**config.mk**
```make
export PLATFORM = sky130hd
export DESIGN_NAME = vector_entry_ctrl_flat
export DESIGN_NICKNAME = d
export VERILOG_FILES = /design/src/rtl/term_project_pkg.sv /design/src/rtl/vector_entry_ctrl_if.sv /design/src/rtl/btn_conditioner.sv /design/src/rtl/vector_entry_ctrl.sv /design/src/flat_wrapper.sv
export SDC_FILE = /design/constraint.sdc
export NUM_CORES = 1
export LEC_CHECK = 0
export BUFFER_PORTS_ARGS = -buffer_cell sky130_fd_sc_hd__buf_2
export CAP_MARGIN = 30
export CORE_ASPECT_RATIO = 2
export CORE_MARGIN = 2
export CORE_UTILIZATION = 45
export DETAILED_ROUTE_END_ITERATION = 10
export PLACE_DENSITY_LB_ADDON = 0.12
export SETUP_SLACK_MARGIN = 0.5
export SYNTH_ARGS = -nofsm -noshare
export SYNTH_HDL_FRONTEND = slang
export SYNTH_SLANG_ARGS = --single-unit
```
**constraint.sdc**
```tcl
create_clock -name CLK -period 5.2 [get_ports CLK]
set_input_delay 0.26 -clock CLK [delete_from_list [all_inputs] [get_ports CLK]]
set_output_delay 0.26 -clock CLK [all_outputs]
set_load 0.005 [all_outputs]
```
**src/rtl/term_project_pkg.sv**
```systemverilog
// Shared constants and FSM state type for the operand-entry front end.
package term_project_pkg;

  localparam int IDX_A    = 0;
  localparam int IDX_B    = 1;
  localparam int IDX_C    = 2;
  localparam int IDX_D    = 3;
  localparam int NUM_BTNS = 4;
  localparam int ELEMS    = 8;
  localparam int BYTE_W   = 8;

  typedef enum logic [1:0] {
    ENTER_A = 2'd0,
    ENTER_B = 2'd1,
    DONE    = 2'd2
  } entry_state_e;

endpackage

```
**src/rtl/vector_entry_ctrl_if.sv**
```systemverilog
// Button input and vector/entry-state outputs bundled between the entry stage and its consumer.
interface vector_entry_ctrl_if #(
  parameter int ELEMS = 8
);
  logic [7:0]               btn_sw;
  logic [ELEMS*8-1:0]       vec_a;
  logic [ELEMS*8-1:0]       vec_b;
  logic                     vec_valid;
  logic                     done_pulse;
  logic                     wr_strobe;
  logic [7:0]               entry_byte;
  logic [3:0]               bit_cnt;
  logic [$clog2(ELEMS)-1:0] elem_idx;
  logic                     vec_sel;

  modport master (
    input  btn_sw,
    output vec_a, vec_b, vec_valid, done_pulse, wr_strobe,
    output entry_byte, bit_cnt, elem_idx, vec_sel
  );

  modport slave (
    output btn_sw,
    input  vec_a, vec_b, vec_valid, done_pulse, wr_strobe,
    input  entry_byte, bit_cnt, elem_idx, vec_sel
  );
endinterface

```
**src/rtl/btn_conditioner.sv**
```systemverilog
// One active-low button: 2-FF synchronizer, consecutive-sample debouncer, registered press pulse.
module btn_conditioner #(
  parameter int DB_CYCLES = 2
) (
  input  logic clk,
  input  logic rst,
  input  logic btn_n,
  output logic press
);
  localparam int CW = (DB_CYCLES < 2) ? 1 : $clog2(DB_CYCLES + 1);

  logic          sync1_q, sync1_d;
  logic          sync2_q, sync2_d;
  logic          vld1_q, vld1_d;
  logic          vld2_q, vld2_d;
  logic          armed_q, armed_d;
  logic          level_q, level_d;
  logic          prev_q, prev_d;
  logic [CW-1:0] cnt_q, cnt_d;
  logic          press_q, press_d;

  always_comb begin
    sync1_d = btn_n;
    sync2_d = sync1_q;
    // vld marks when sync2 holds a real sample rather than its reset value
    vld1_d  = 1'b1;
    vld2_d  = vld1_q;
    // a button held through reset must be seen released before it can fire
    armed_d = armed_q | (vld2_q & sync2_q);
    level_d = level_q;
    cnt_d   = cnt_q;
    if (sync2_q == level_q) begin
      cnt_d = '0;
    end else if (int'(cnt_q) + 1 >= DB_CYCLES) begin
      level_d = ~level_q;
      cnt_d   = '0;
    end else begin
      cnt_d = cnt_q + 1'b1;
    end
    prev_d  = level_q;
    press_d = prev_q & ~level_q & armed_q;
  end

  always_ff @(posedge clk) begin
    if (rst) begin
      sync1_q <= 1'b1;
      sync2_q <= 1'b1;
      vld1_q  <= 1'b0;
      vld2_q  <= 1'b0;
      armed_q <= 1'b0;
      level_q <= 1'b1;
      prev_q  <= 1'b1;
      cnt_q   <= '0;
      press_q <= 1'b0;
    end else begin
      sync1_q <= sync1_d;
      sync2_q <= sync2_d;
      vld1_q  <= vld1_d;
      vld2_q  <= vld2_d;
      armed_q <= armed_d;
      level_q <= level_d;
      prev_q  <= prev_d;
      cnt_q   <= cnt_d;
      press_q <= press_d;
    end
  end

  assign press = press_q;

endmodule

```
**src/rtl/vector_entry_ctrl.sv**
```systemverilog
// Assembles MSB-first button bits into bytes and fills vector A then vector B.
module vector_entry_ctrl
  import term_project_pkg::*;
#(
  parameter int DB_CYCLES = 2,
  parameter int ELEMS     = 8
) (
  input  logic                CLK,
  input  logic                RST,
  vector_entry_ctrl_if.master bus
);
  localparam int IW = $clog2(ELEMS);
  localparam int VW = ELEMS * BYTE_W;

  logic [NUM_BTNS-1:0] btn_ev;
  logic                unused_btn;

  assign unused_btn = ^bus.btn_sw[7:4];

  genvar gi;
  generate
    for (gi = 0; gi < NUM_BTNS; gi++) begin : g_btn
      btn_conditioner #(.DB_CYCLES(DB_CYCLES)) u_cond (
        .clk   (CLK),
        .rst   (RST),
        .btn_n (bus.btn_sw[gi]),
        .press (btn_ev[gi])
      );
    end
  endgenerate

  entry_state_e      state_q, state_d;
  logic [BYTE_W-1:0] entry_byte_q, entry_byte_d;
  logic [3:0]        bit_cnt_q, bit_cnt_d;
  logic [IW-1:0]     elem_idx_q, elem_idx_d;
  logic [VW-1:0]     vec_a_q, vec_a_d;
  logic [VW-1:0]     vec_b_q, vec_b_d;
  logic              wr_strobe_q, wr_strobe_d;
  logic              done_pulse_q, done_pulse_d;
  logic              vec_valid_q, vec_valid_d;
  logic              vec_sel_q, vec_sel_d;

  always_comb begin
    state_d      = state_q;
    entry_byte_d = entry_byte_q;
    bit_cnt_d    = bit_cnt_q;
    elem_idx_d   = elem_idx_q;
    vec_a_d      = vec_a_q;
    vec_b_d      = vec_b_q;
    wr_strobe_d  = 1'b0;
    done_pulse_d = 1'b0;

    // priority D > C > B > A; losers in the same cycle are dropped
    if (btn_ev[IDX_D]) begin
      state_d      = ENTER_A;
      entry_byte_d = '0;
      bit_cnt_d    = '0;
      elem_idx_d   = '0;
      vec_a_d      = '0;
      vec_b_d      = '0;
    end else if (btn_ev[IDX_C]) begin
      if (state_q != DONE) begin
        if (state_q == ENTER_A) begin
          vec_a_d[elem_idx_q*BYTE_W +: BYTE_W] = entry_byte_q;
        end else begin
          vec_b_d[elem_idx_q*BYTE_W +: BYTE_W] = entry_byte_q;
        end
        wr_strobe_d  = 1'b1;
        entry_byte_d = '0;
        bit_cnt_d    = '0;
        if (elem_idx_q == IW'(ELEMS - 1)) begin
          elem_idx_d = '0;
          if (state_q == ENTER_A) begin
            state_d = ENTER_B;
          end else begin
            state_d      = DONE;
            done_pulse_d = 1'b1;
          end
        end else begin
          elem_idx_d = elem_idx_q + 1'b1;
        end
      end
    end else if (btn_ev[IDX_B] || btn_ev[IDX_A]) begin
      if (state_q != DONE && bit_cnt_q < 4'(BYTE_W)) begin
        entry_byte_d = {entry_byte_q[BYTE_W-2:0], btn_ev[IDX_B]};
        bit_cnt_d    = bit_cnt_q + 1'b1;
      end
    end

    vec_valid_d = (state_d == DONE);
    vec_sel_d   = (state_d != ENTER_A);
  end

  always_ff @(posedge CLK) begin
    if (RST) begin
      state_q      <= ENTER_A;
      entry_byte_q <= '0;
      bit_cnt_q    <= '0;
      elem_idx_q   <= '0;
      vec_a_q      <= '0;
      vec_b_q      <= '0;
      wr_strobe_q  <= 1'b0;
      done_pulse_q <= 1'b0;
      vec_valid_q  <= 1'b0;
      vec_sel_q    <= 1'b0;
    end else begin
      state_q      <= state_d;
      entry_byte_q <= entry_byte_d;
      bit_cnt_q    <= bit_cnt_d;
      elem_idx_q   <= elem_idx_d;
      vec_a_q      <= vec_a_d;
      vec_b_q      <= vec_b_d;
      wr_strobe_q  <= wr_strobe_d;
      done_pulse_q <= done_pulse_d;
      vec_valid_q  <= vec_valid_d;
      vec_sel_q    <= vec_sel_d;
    end
  end

  assign bus.vec_a      = vec_a_q;
  assign bus.vec_b      = vec_b_q;
  assign bus.vec_valid  = vec_valid_q;
  assign bus.done_pulse = done_pulse_q;
  assign bus.wr_strobe  = wr_strobe_q;
  assign bus.entry_byte = entry_byte_q;
  assign bus.bit_cnt    = bit_cnt_q;
  assign bus.elem_idx   = elem_idx_q;
  assign bus.vec_sel    = vec_sel_q;

endmodule

```
**src/flat_wrapper.sv**
```systemverilog
// flat-port wrapper written by rule: the top's interface ports become plain ports
module vector_entry_ctrl_flat import term_project_pkg::*;
#(
  parameter int DB_CYCLES = 2,
  parameter int ELEMS     = 8
)
  (CLK, RST, bus_btn_sw, bus_vec_a, bus_vec_b, bus_vec_valid, bus_done_pulse, bus_wr_strobe, bus_entry_byte, bus_bit_cnt, bus_elem_idx, bus_vec_sel);
  vector_entry_ctrl_if #(.ELEMS(ELEMS)) bus_i ();
  input  logic CLK;
  input  logic RST;
  input wire logic [$bits(bus_i.btn_sw)-1:0] bus_btn_sw;
  output wire logic [$bits(bus_i.vec_a)-1:0] bus_vec_a;
  output wire logic [$bits(bus_i.vec_b)-1:0] bus_vec_b;
  output wire logic [$bits(bus_i.vec_valid)-1:0] bus_vec_valid;
  output wire logic [$bits(bus_i.done_pulse)-1:0] bus_done_pulse;
  output wire logic [$bits(bus_i.wr_strobe)-1:0] bus_wr_strobe;
  output wire logic [$bits(bus_i.entry_byte)-1:0] bus_entry_byte;
  output wire logic [$bits(bus_i.bit_cnt)-1:0] bus_bit_cnt;
  output wire logic [$bits(bus_i.elem_idx)-1:0] bus_elem_idx;
  output wire logic [$bits(bus_i.vec_sel)-1:0] bus_vec_sel;
  assign bus_i.btn_sw = bus_btn_sw;
  assign bus_vec_a = bus_i.vec_a;
  assign bus_vec_b = bus_i.vec_b;
  assign bus_vec_valid = bus_i.vec_valid;
  assign bus_done_pulse = bus_i.done_pulse;
  assign bus_wr_strobe = bus_i.wr_strobe;
  assign bus_entry_byte = bus_i.entry_byte;
  assign bus_bit_cnt = bus_i.bit_cnt;
  assign bus_elem_idx = bus_i.elem_idx;
  assign bus_vec_sel = bus_i.vec_sel;
  vector_entry_ctrl #(.DB_CYCLES(DB_CYCLES), .ELEMS(ELEMS)) u_core (.CLK(CLK), .RST(RST), .bus(bus_i));
endmodule
```
After elaboration in Yosys (flattened, before gate mapping)

Cells that the tools add are included.
Widths: inputs -> output; s select.

Register bits: 183
Output and inout bits: 147
Logic and storage cells: 134

Bitwise operators: 28
$lt $le $gt $ge: 5
Multiplexer cells: 19
Reduce and logical (&&, ||, !) cells: 21
Add/subtract/negate cells: 11
Equality and inequality tests: 8
Shift-type cells: 2

Operators with widths:

| operator                | count |
|---|---|
| $bwmux 64               | 2 |
| $shift 8x34->64 const A | 1 |
| $shiftx 8x34->64        | 1 |
| $neg 6->34              | 1 |
| $mux 8                  | 4 |
| $mux 4                  | 4 |
| $reduce_or 3->1         | 5 |
| $add 2x1->3 const B     | 4 |
| $and 1x1->1             | 12 |
| $ge 3x2->1 const B      | 4 |
| $not 1->1               | 12 |
| $mux 2                  | 5 |
| $reduce_and 2->1        | 5 |
| $reduce_and 3->1        | 3 |
| $add 2x1->2 const B     | 4 |
| $reduce_bool 2->1       | 3 |
| $reduce_or 5->1         | 1 |
| $add 4x1->4 const B     | 1 |
| $eq 1x1->1              | 4 |
| $lt 4x4->1 const B      | 1 |
| $or 1x1->1              | 4 |
| $add 3x1->3 const B     | 1 |
| $eq 3x3->1 const B      | 1 |
| $mux 1                  | 3 |
| 8 further kinds         | 8 |

Logic depth before layout (Yosys ltp)

Gate-level depths: netlist of the first run.

Word-level depth: 7
Depth in mapped cells: 10
Depth with buffers taken out: 7

Hierarchy

A second synthesis of the first run with hierarchy kept.

Cell total of the unflattened synthesis: 728
Area total of the unflattened synthesis: 6,821.5 um2

By module, submodules not included:

| module            | sequential area each (um2) | times used | area each (um2) | cells each |
|---|---|---|---|---|
| vector_entry_ctrl | 2,982.9                    | 1          | 5,585.4         | 620 |
| btn_conditioner   | 200.2                      | 4          | 309.0           | 27 |

Worst setup path after synthesis of the first run

Ideal clock, no wire load.

Path type: reg-to-reg
Start: reg u_core.elem_idx_q[0], in the netlist u_core.bus.elem_idx[0]
End: reg u_core.vec_b_q[32], in the netlist u_core.bus.vec_b[32]
Data arrival time: 2.290 ns
Slack: 2.778 ns
Library setup time: 0.132 ns
Data required time: 5.068 ns
Path buffers: 3
Cell stages (with the launch flop): 11
Cell sequence: dfxtp_1 > buf_2 > inv_1 > ha_1 > ha_1 > clkbuf_1 > nand3_1 > or4_1 > clkbuf_1 > nand2_1 > a21oi_1

Word-level cells in the longest chain between the ends: 3

RTL lines:

| element                                                    | line                     | text |
|---|---|---|
| from (decl)                                                | vector_entry_ctrl.sv:35  | `logic [IW-1:0] elem_idx_q, elem_idx_d;` |
| from (signal assigned)                                     | vector_entry_ctrl.sv:110 | `elem_idx_q <= elem_idx_d;` |
| $neg 6->34 *                                               | vector_entry_ctrl.sv:66  | `vec_b_d[elem_idx_q*BYTE_W +: BYTE_W] = entry_byte_q;` |
| $shiftx 8x34->64 / $shift 8x34->64 (equally long branches) | vector_entry_ctrl.sv:66  |  |
| $bwmux 64 *                                                | vector_entry_ctrl.sv:66  |  |
| to (signal assigned)                                       | vector_entry_ctrl.sv:112 | `vec_b_q <= vec_b_d;` |
| to (decl)                                                  | vector_entry_ctrl.sv:37  | `logic [VW-1:0] vec_b_q, vec_b_d;` |

Every way passes the cells marked *; elsewhere a longest branch is shown, timed or not.
A chain may end at the register's enable or synchronous reset.

Worst setup path in the final report of the first run

Start: reg u_core.elem_idx_q[1], in the netlist u_core.bus.elem_idx[1]
End: reg u_core.vec_b_q[39], in the netlist u_core.bus.vec_b[39]

The elaborated chain is that of the path after synthesis.

==> results.yml, run 1 <==
status:
  outcome: "completed"
timing:
  fmax_ghz: 0.3603
  final.setup.tns_ns: 0
  finalSetupViolations: 0
  worst_pin_slew_ns: 0.8249
  final.setup_skew_ns: 0.01482
  final-max-slew-violation-count: 0
  rsz_0062_raised_after_global_routing: "no"
  postLayoutSetupSlackWorst_ns: 2.424
  layout_worst_path_cycle_share: 0.5338
  min_period_ns: 2.776
  timing.final.hold_violations: 0
  max-slew-margin-rel: 0.4500
route:
  detailedRoute.firstPassIterationCount: 5
  route.detailed.drc: 0
  postRouteAntennaNets: 0
  dr.first_iter.drc_count: 324
  vias_per_cell: 5.406
  route.detailed.wl_per_inst_um: 16.59
  vias: 5741
  wirelength_um: 17620
floorplanning:
  ioPinCount: 157
  design.die.area_um2: 15780
  die_x_um: 89.85
  rows: 62
  die_y_um: 175.7
  starting_utilization_of_the_core_area: 0.4622
  core-area_um2: 14350
global_route:
  grt_pass1_wl_um: 27590
  grt.overflow.total: 0
  number_of_global_route_vias_before_repair: 5358
  gr_util_all_layers: 0.2198
  antenna_found_initial: 0
  grt_start_max_net_pins: 86
hold_path:
  hold_path_class: "in -> reg"
final_layout:
  final_design_area_no_fill_um2: 8084
  layout-drive-gt1-share: 0.2494
  synthToLayoutAreaGrowth_pct: 21.88
  nets: 879
  number_of_inserted_diodes: 0
cts:
  htree_num_levels: 4
  cts_repair_resize_count: 0
  clock-sinks: 183
  clk_pin_slew_ns: 0.07
  cts_hold_buf: 0
  cts_root_buf: "sky130_fd_sc_hd__clkbuf_16"
  cts_max_path_buffers: 2
  setup_fix_bufs_post_cts: 0
  cts_buffers: 17
  worst_skew_pair.late_latency_ns: 0.43
  tritoncts_clock_tree: "built"
placement:
  routabilityCongestion: 0.7882
  port_buffers: 152
  place_ws_ns: 2.453
  dpl-instance-area_um2: 7452
  dp.final_hpwl_um: 12550
logic_synthesis:
  area_share_of_the_largest_cell_type_after_synthesis: 0.5523
  netlist.top_cell.by_area: "sky130_fd_sc_hd__dfxtp_1"
  syn_area_um2: 6633
  synthCells: 735
  biggest_area_contributors_in_the_synthesized_netlist: "sky130_fd_sc_hd__dfxtp_1 (55%), sky130_fd_sc_hd__nand3_1 (9.9%), sky130_fd_sc_hd__o21ai_0 (7.1%)"
  synth_fp_nets: 757
  netlist_top_cells_count: "sky130_fd_sc_hd__dfxtp_1 (183), sky130_fd_sc_hd__nand3_1 (131), sky130_fd_sc_hd__o21ai_0 (94), sky130_fd_sc_hd__nand2_1 (64), sky130_fd_sc_hd__a21oi_1 (43)"
  synth_adder_area_share: 0.02264
  yosysMostFrequentCell: "sky130_fd_sc_hd__dfxtp_1"
  synth-seq-cells: 183
  share_of_synthesized_cell_area_in_and_or_nand_and_nor_gates: 0.2464
  synth.yosys.warnings: 0
  synth_mux_area_frac: 0.007546
  async_reset_ff_frac: 0
  postSynth.topFlopCell: "sky130_fd_sc_hd__dfxtp_1"
  synth-seq-area-share: 0.5523
  synthDistinctLibCells: 42
  post_synth_xor_area_fraction: 0.006603
  synth_top_family_by_area: "simple AND/OR/NAND/NOR gates"
  synth-edff-count: 0
  synth-compound-area-share: 0.1207
  post_synth.cell_area_avg_um2: 9.024
critical_path:
  crit_top_cell: "sky130_fd_sc_hd__ha_1"
  timing_worst_setup_path_type: "reg -> reg"
  crit_path_cell_trace: "inv_1, ha_1, ha_1, o21ai_1, nor4_2, buf_4, nand3_1, a21oi_1"
  worst-path-max-fanout: 13
  crit_path_end_kind: "register"
  critical_path_required_ns: 5.55
  timing.critical_path.arrival_ns: 3.12
  crit_path_start_kind: "register"
  max_stage_delay_ns: 0.55
  cp_slowest_cell: "sky130_fd_sc_hd__ha_1"
  rrSetupSlack_ns: 2.42
power_and_ir_drop:
  total_power_uw: 2768
  leakagePower_uw: 0.003283
  ir_drop_mv: 0.2335
  cellPowerDensity_nw_per_um2: 342.4
run:
  drv_cap: 0
==> critical path: cells and delay by family, from the launching register on <==
family | cells | cell delay [ns]
and+or+nand+nor | 2 | 0.56
adders and majority gates | 2 | 0.78
DFF | 1 | 0.52
buffers and inverters | 2 | 0.41
AOI/OAI and AO/OA | 2 | 0.43
==> cell families after synthesis <==
logic type,after synthesis
flops,183
simple gates,307
xor+xnor,5
fa+ha+maj,12
buf+inv,70
compound gates,153
mux,5
==> state kept, by name (all words and copies together), names as in the netlist, 3 cells and up <==
register,cells
u_core.bus.vec_a,64
u_core.bus.vec_b,64
u_core.bus.entry_byte,8
u_core.g_btn.u_cond.cnt_q,8
u_core.bus.bit_cnt,4
u_core.g_btn.u_cond.armed_q,4
u_core.g_btn.u_cond.level_q,4
u_core.g_btn.u_cond.press,4
u_core.g_btn.u_cond.prev_q,4
u_core.g_btn.u_cond.sync1_q,4
u_core.g_btn.u_cond.sync2_q,4
u_core.bus.elem_idx,3
==> cell usage in the layout, fill, tap and decap left out, types with 12 or more instances in the layout <==
| cell | synthesis | layout |
|---|---|---|
| sky130_fd_sc_hd__dfxtp_1 | 183 | 183 |
| sky130_fd_sc_hd__buf_2 | 15 | 152 |
| sky130_fd_sc_hd__nand3_1 | 131 | 131 |
| sky130_fd_sc_hd__o21ai_0 | 94 | 94 |
| sky130_fd_sc_hd__nand2_1 | 64 | 64 |
| sky130_fd_sc_hd__a21oi_1 | 43 | 43 |
| sky130_fd_sc_hd__nor2_1 | 28 | 27 |
| sky130_fd_sc_hd__nand2b_1 | 18 | 18 |
| sky130_fd_sc_hd__nand4_1 | 17 | 17 |
| sky130_fd_sc_hd__clkbuf_16 | 0 | 17 |
| sky130_fd_sc_hd__inv_1 | 13 | 13 |
| sky130_fd_sc_hd__or2_2 | 12 | 13 |
| sky130_fd_sc_hd__ha_1 | 12 | 12 |
==> worst paths after layout <==
| kind | cells past startpoint | endpoint | from |
|---|---|---|---|
| setup reg to reg | 8 | u_core.bus.vec_b[39] | u_core.bus.elem_idx[1] |
| hold / removal | 2 | u_core.g_btn[1].u_cond.sync1_q | bus_btn_sw[1] |
| setup / recovery | 8 | u_core.bus.vec_b[39] | u_core.bus.elem_idx[1] |
| hold reg to reg | 1 | u_core.g_btn[0].u_cond.sync2_q | u_core.g_btn[0].u_cond.sync1_q |
==> report_power, final <==
group | switching, uW | internal, uW
clock | 584 | 732
combinational | 28.7 | 11.6
sequential | 3.90 | 1410
total | 616 | 2150
==> layer usage <==
| layer | part of all wire | track usage | vias to the layer above |
|---|---|---|---|
| met4 | 0.031 | 0.1019 | 0 |
| met3 | 0.041 | 0.04033 | 31 |
| met2 | 0.54 | 0.4179 | 153 |
| li1 | - | - | 2828 |
| met1 | 0.38 | 0.2317 | 2729 |
| met5 | 0 | 0 | - |
==> layout make-up <==
class                           count  area, um^2
Fill cell                        1333        6267
Sequential cell                   183        3664
Multi-Input combinational cell    482        2686
Timing Repair Buffer              160       833.3
Clock buffer                       17       425.4
Tap cell                          192       240.2
Clock inverter                     15       186.4
Inverter                           13       48.80
==> per-stage QoR <==
stage                     hold slack (ns)    util  std cells
final                             0.01827  0.5633       1062
after global routing              0.01117  0.5633       1062
after CTS                        0.006153  0.5619       1061
after detailed placement           0.3928  0.5193       1029
after global placement             0.3928  0.5177       1026
after floorplan                    0.3638       -        735
(Power assumes the default switching activity.)
==> run 2, diff against run 1 <==
--- a/config.mk
+++ b/config.mk
@@ -5,6 +5,7 @@
 export SDC_FILE = /design/constraint.sdc
 export NUM_CORES = 1
 export LEC_CHECK = 0
+export ABC_AREA = 1
 export BUFFER_PORTS_ARGS = -buffer_cell sky130_fd_sc_hd__buf_2
 export CAP_MARGIN = 30
 export CORE_ASPECT_RATIO = 2
==> constraint.sdc (replaced) <==
create_clock -name CLK -period 2.5 [get_ports CLK]
set_input_delay 0.125 -clock CLK [delete_from_list [all_inputs] [get_ports CLK]]
set_output_delay 0.125 -clock CLK [all_outputs]
set_load 0.005 [all_outputs]
==> results.yml, run 2 <==
status:
  outcome: "completed"
logic_synthesis:
  synthCells: 1010
  yosysMostFrequentCell: "sky130_fd_sc_hd__nor2_1"
  synth.yosys.warnings: 0
  async_reset_ff_frac: 0
  syn_area_um2: 7437
  biggest_area_contributors_in_the_synthesized_netlist: "sky130_fd_sc_hd__dfxtp_1 (49%), sky130_fd_sc_hd__nor2_1 (9.8%), sky130_fd_sc_hd__nand2_1 (9.4%)"
  synth-edff-count: 0
  netlist_top_cells_count: "sky130_fd_sc_hd__nor2_1 (195), sky130_fd_sc_hd__nand2_1 (186), sky130_fd_sc_hd__dfxtp_1 (183), sky130_fd_sc_hd__inv_1 (145), sky130_fd_sc_hd__a21oi_1 (71)"
  synth-seq-cells: 183
  postSynth.topFlopCell: "sky130_fd_sc_hd__dfxtp_1"
  synth_fp_nets: 1032
  area_share_of_the_largest_cell_type_after_synthesis: 0.4926
  netlist.top_cell.by_area: "sky130_fd_sc_hd__dfxtp_1"
  synth-seq-area-share: 0.4926
  post_synth.cell_area_avg_um2: 7.363
  synthDistinctLibCells: 31
timing:
  final.setup_skew_ns: 0.01369
  worst_pin_slew_ns: 0.4828
  fmax_ghz: 0.5281
  min_period_ns: 1.894
  finalSetupViolations: 0
  layout_worst_path_cycle_share: 0.7575
  max-slew-margin-rel: 0.6771
  rsz_0062_raised_after_global_routing: "no"
  final-max-slew-violation-count: 0
  timing.final.hold_violations: 0
  final.setup.tns_ns: 0
  worst_hold_slack_ns: 0.06027
route:
  vias: 6561
  detailedRoute.firstPassIterationCount: 4
  dr.first_iter.drc_count: 261
  wirelength_um: 19590
  route.detailed.drc: 0
  vias_per_cell: 4.737
  route.detailed.wl_per_inst_um: 14.14
  postRouteAntennaNets: 0
critical_path:
  critical_path_required_ns: 2.85
  cp_slowest_cell: "sky130_fd_sc_hd__dfxtp_4"
  worst-path-max-fanout: 8
  crit_path_cell_trace: "inv_1, ha_4, ha_4, inv_4, nand3_1, nor2_4, buf_12, clkbuf_16, nand3_1, a21oi_1"
  worst_r2r_path_depth: 10
  rrSetupSlack_ns: 0.61
  crit_path_start_kind: "register"
  startpoint: "u_core.bus.elem_idx[1]"
  r2r_endpoint: "u_core.bus.vec_a[2]"
  max_stage_delay_ns: 0.37
  timing_worst_setup_path_type: "reg -> reg"
  timing.critical_path.arrival_ns: 2.25
  worst_r2r_startpoint: "u_core.bus.elem_idx[1]"
  crit_path_end_kind: "register"
  crit_end: "u_core.bus.vec_a[2]"
placement:
  dp.final_hpwl_um: 14200
  placed_cells: 1341
  port_buffers: 152
  routabilityCongestion: 0.8710
floorplanning:
  rows: 66
  die_x_um: 94.91
  core-area_um2: 16190
  ioPinCount: 157
  starting_utilization_of_the_core_area: 0.4595
  design.die.area_um2: 17630
  die_y_um: 185.8
cts:
  cts_buffers: 17
  clock-sinks: 183
  cts_max_path_buffers: 2
  clk_pin_slew_ns: 0.07
  worst_skew_pair.late_latency_ns: 0.43
  cts_root_buf: "sky130_fd_sc_hd__clkbuf_16"
  tritoncts_clock_tree: "built"
  htree_num_levels: 4
final_layout:
  filler_cell_count: 1665
  synthToLayoutAreaGrowth_pct: 24.66
  final_cells: 1385
  number_of_inserted_diodes: 0
  layout-drive-gt1-share: 0.2244
  final_common_cell: "sky130_fd_sc_hd__nor2_1"
  mostFrequentLayoutCells: "sky130_fd_sc_hd__nor2_1 (191), sky130_fd_sc_hd__nand2_1 (185), sky130_fd_sc_hd__dfxtp_1 (181)"
  nets: 1191
global_route:
  grt.overflow.total: 0
  antenna_found_initial: 0
  grt_start_max_net_pins: 117
  grt_pass1_wl_um: 29900
  number_of_global_route_vias_before_repair: 5902
  gr_util_all_layers: 0.2243
power_and_ir_drop:
  ir_drop_mv: 0.4622
  cellPowerDensity_nw_per_um2: 618.2
  leakagePower_uw: 0.004335
run:
  drv_cap: 0
hold_path:
  hold_path_class: "in -> reg"
==> run 2: cell count changes in the layout (fill, tap and decap cells not counted), sizes merged, moves of 15 or more <==
cell	before	now
o21ai	98	58
inv	20	151
nand2b	18	0
nor2	28	203
buf	160	175
nand3	131	58
a21oi	43	72
nand2	64	191
==> run 2: per-stage QoR <==
| step | power, uW | worst slack (ns) | util | cell area, um^2 |
|---|---|---|---|---|
| 3_3_place_gp | 3176 | 0.2895 | 0.5191 | 8402 |
| 5_1_grt | 5927 | 0.4863 | 0.5728 | 9271 |
| 4_1_cts | 5775 | 0.5007 | 0.5657 | 9156 |
| 6_report | 5732 | 0.6063 | 0.5728 | 9271 |
| 2_1_floorplan | 3142 | 0.5361 | - | 7466 |
| 3_5_place_dp | 3178 | 0.2808 | 0.5191 | 8402 |
==> run 2: power by group <==
| group | leakage, uW | internal, uW | total (uW) | switching [uW] |
|---|---|---|---|---|
| logic | 0.00258 | 64.9 | 172 | 107 |
| registers | 0.00148 | 2940 | 2950 | 16.1 |
| clock network | 0.000276 | 1440 | 2610 | 1170 |
==> run 2: kinds of logic (layout without fill, tap and decap cells) <==
family,count (synthesis),after routing,synth area share
flops,183,183,0.4926
buf+inv,193,361,0.1060
xor+xnor,1,1,0.001178
compound gates,134,134,0.09203
simple gates,487,490,0.2880
fa+ha+maj,12,12,0.02019
==> run 2: layout make-up <==
| type | count | area (um^2) | area share |
|---|---|---|---|
| flip-flops and latches | 183 | 3671 | 0.3960 |
| multi-input cells | 637 | 3154 | 0.3402 |
| repair buffers | 180 | 1047 | 0.1130 |
| inverters | 150 | 573.1 | 0.06181 |
| clock buffers | 19 | 454.2 | 0.04899 |
| well taps | 204 | 255.2 | 0.02753 |
| clock inverters | 12 | 116.4 | 0.01255 |
==> run 2: worst max-delay path, delay by kind of cell, from the launching register on <==
family | cells | cell delay, ns
AO/OA/AOI/OAI | 1 | 0.15
adder cells (fa/ha/maj) | 2 | 0.46
buffers and inverters | 4 | 0.49
flip-flops | 1 | 0.37
AND/OR/NAND/NOR | 3 | 0.33
==> run 2: timing repair <==
item	in CTS	in global routing
hold endpoints to repair	4	0
gates resized for setup	22	10
hold buffers	4	0
setup endpoints to repair	109	102
cloned	2	2
setup buffers	1	4
pin swaps	1	3
==> run 2: worst min path at each step <==
stage                  startpoint                        endpoint  depth (start not counted)
global placement    bus_btn_sw[2]  u_core.g_btn[2].u_cond.sync1_q                          2
floorplan           bus_btn_sw[0]  u_core.g_btn[0].u_cond.sync1_q                          1
global route                  RST   u_core.g_btn[0].u_cond.vld1_q                          2
finish                        RST   u_core.g_btn[0].u_cond.vld1_q                          2
detailed placement  bus_btn_sw[3]  u_core.g_btn[3].u_cond.sync1_q                          2
CTS                           RST   u_core.g_btn[0].u_cond.vld1_q                          2
==> run 2: metal layers <==
metal	GRT usage	routed length, um
met1	0.2296	7154
met2	0.4261	11020
met3	0.03198	634
met4	0.1171	778
met5	0	0
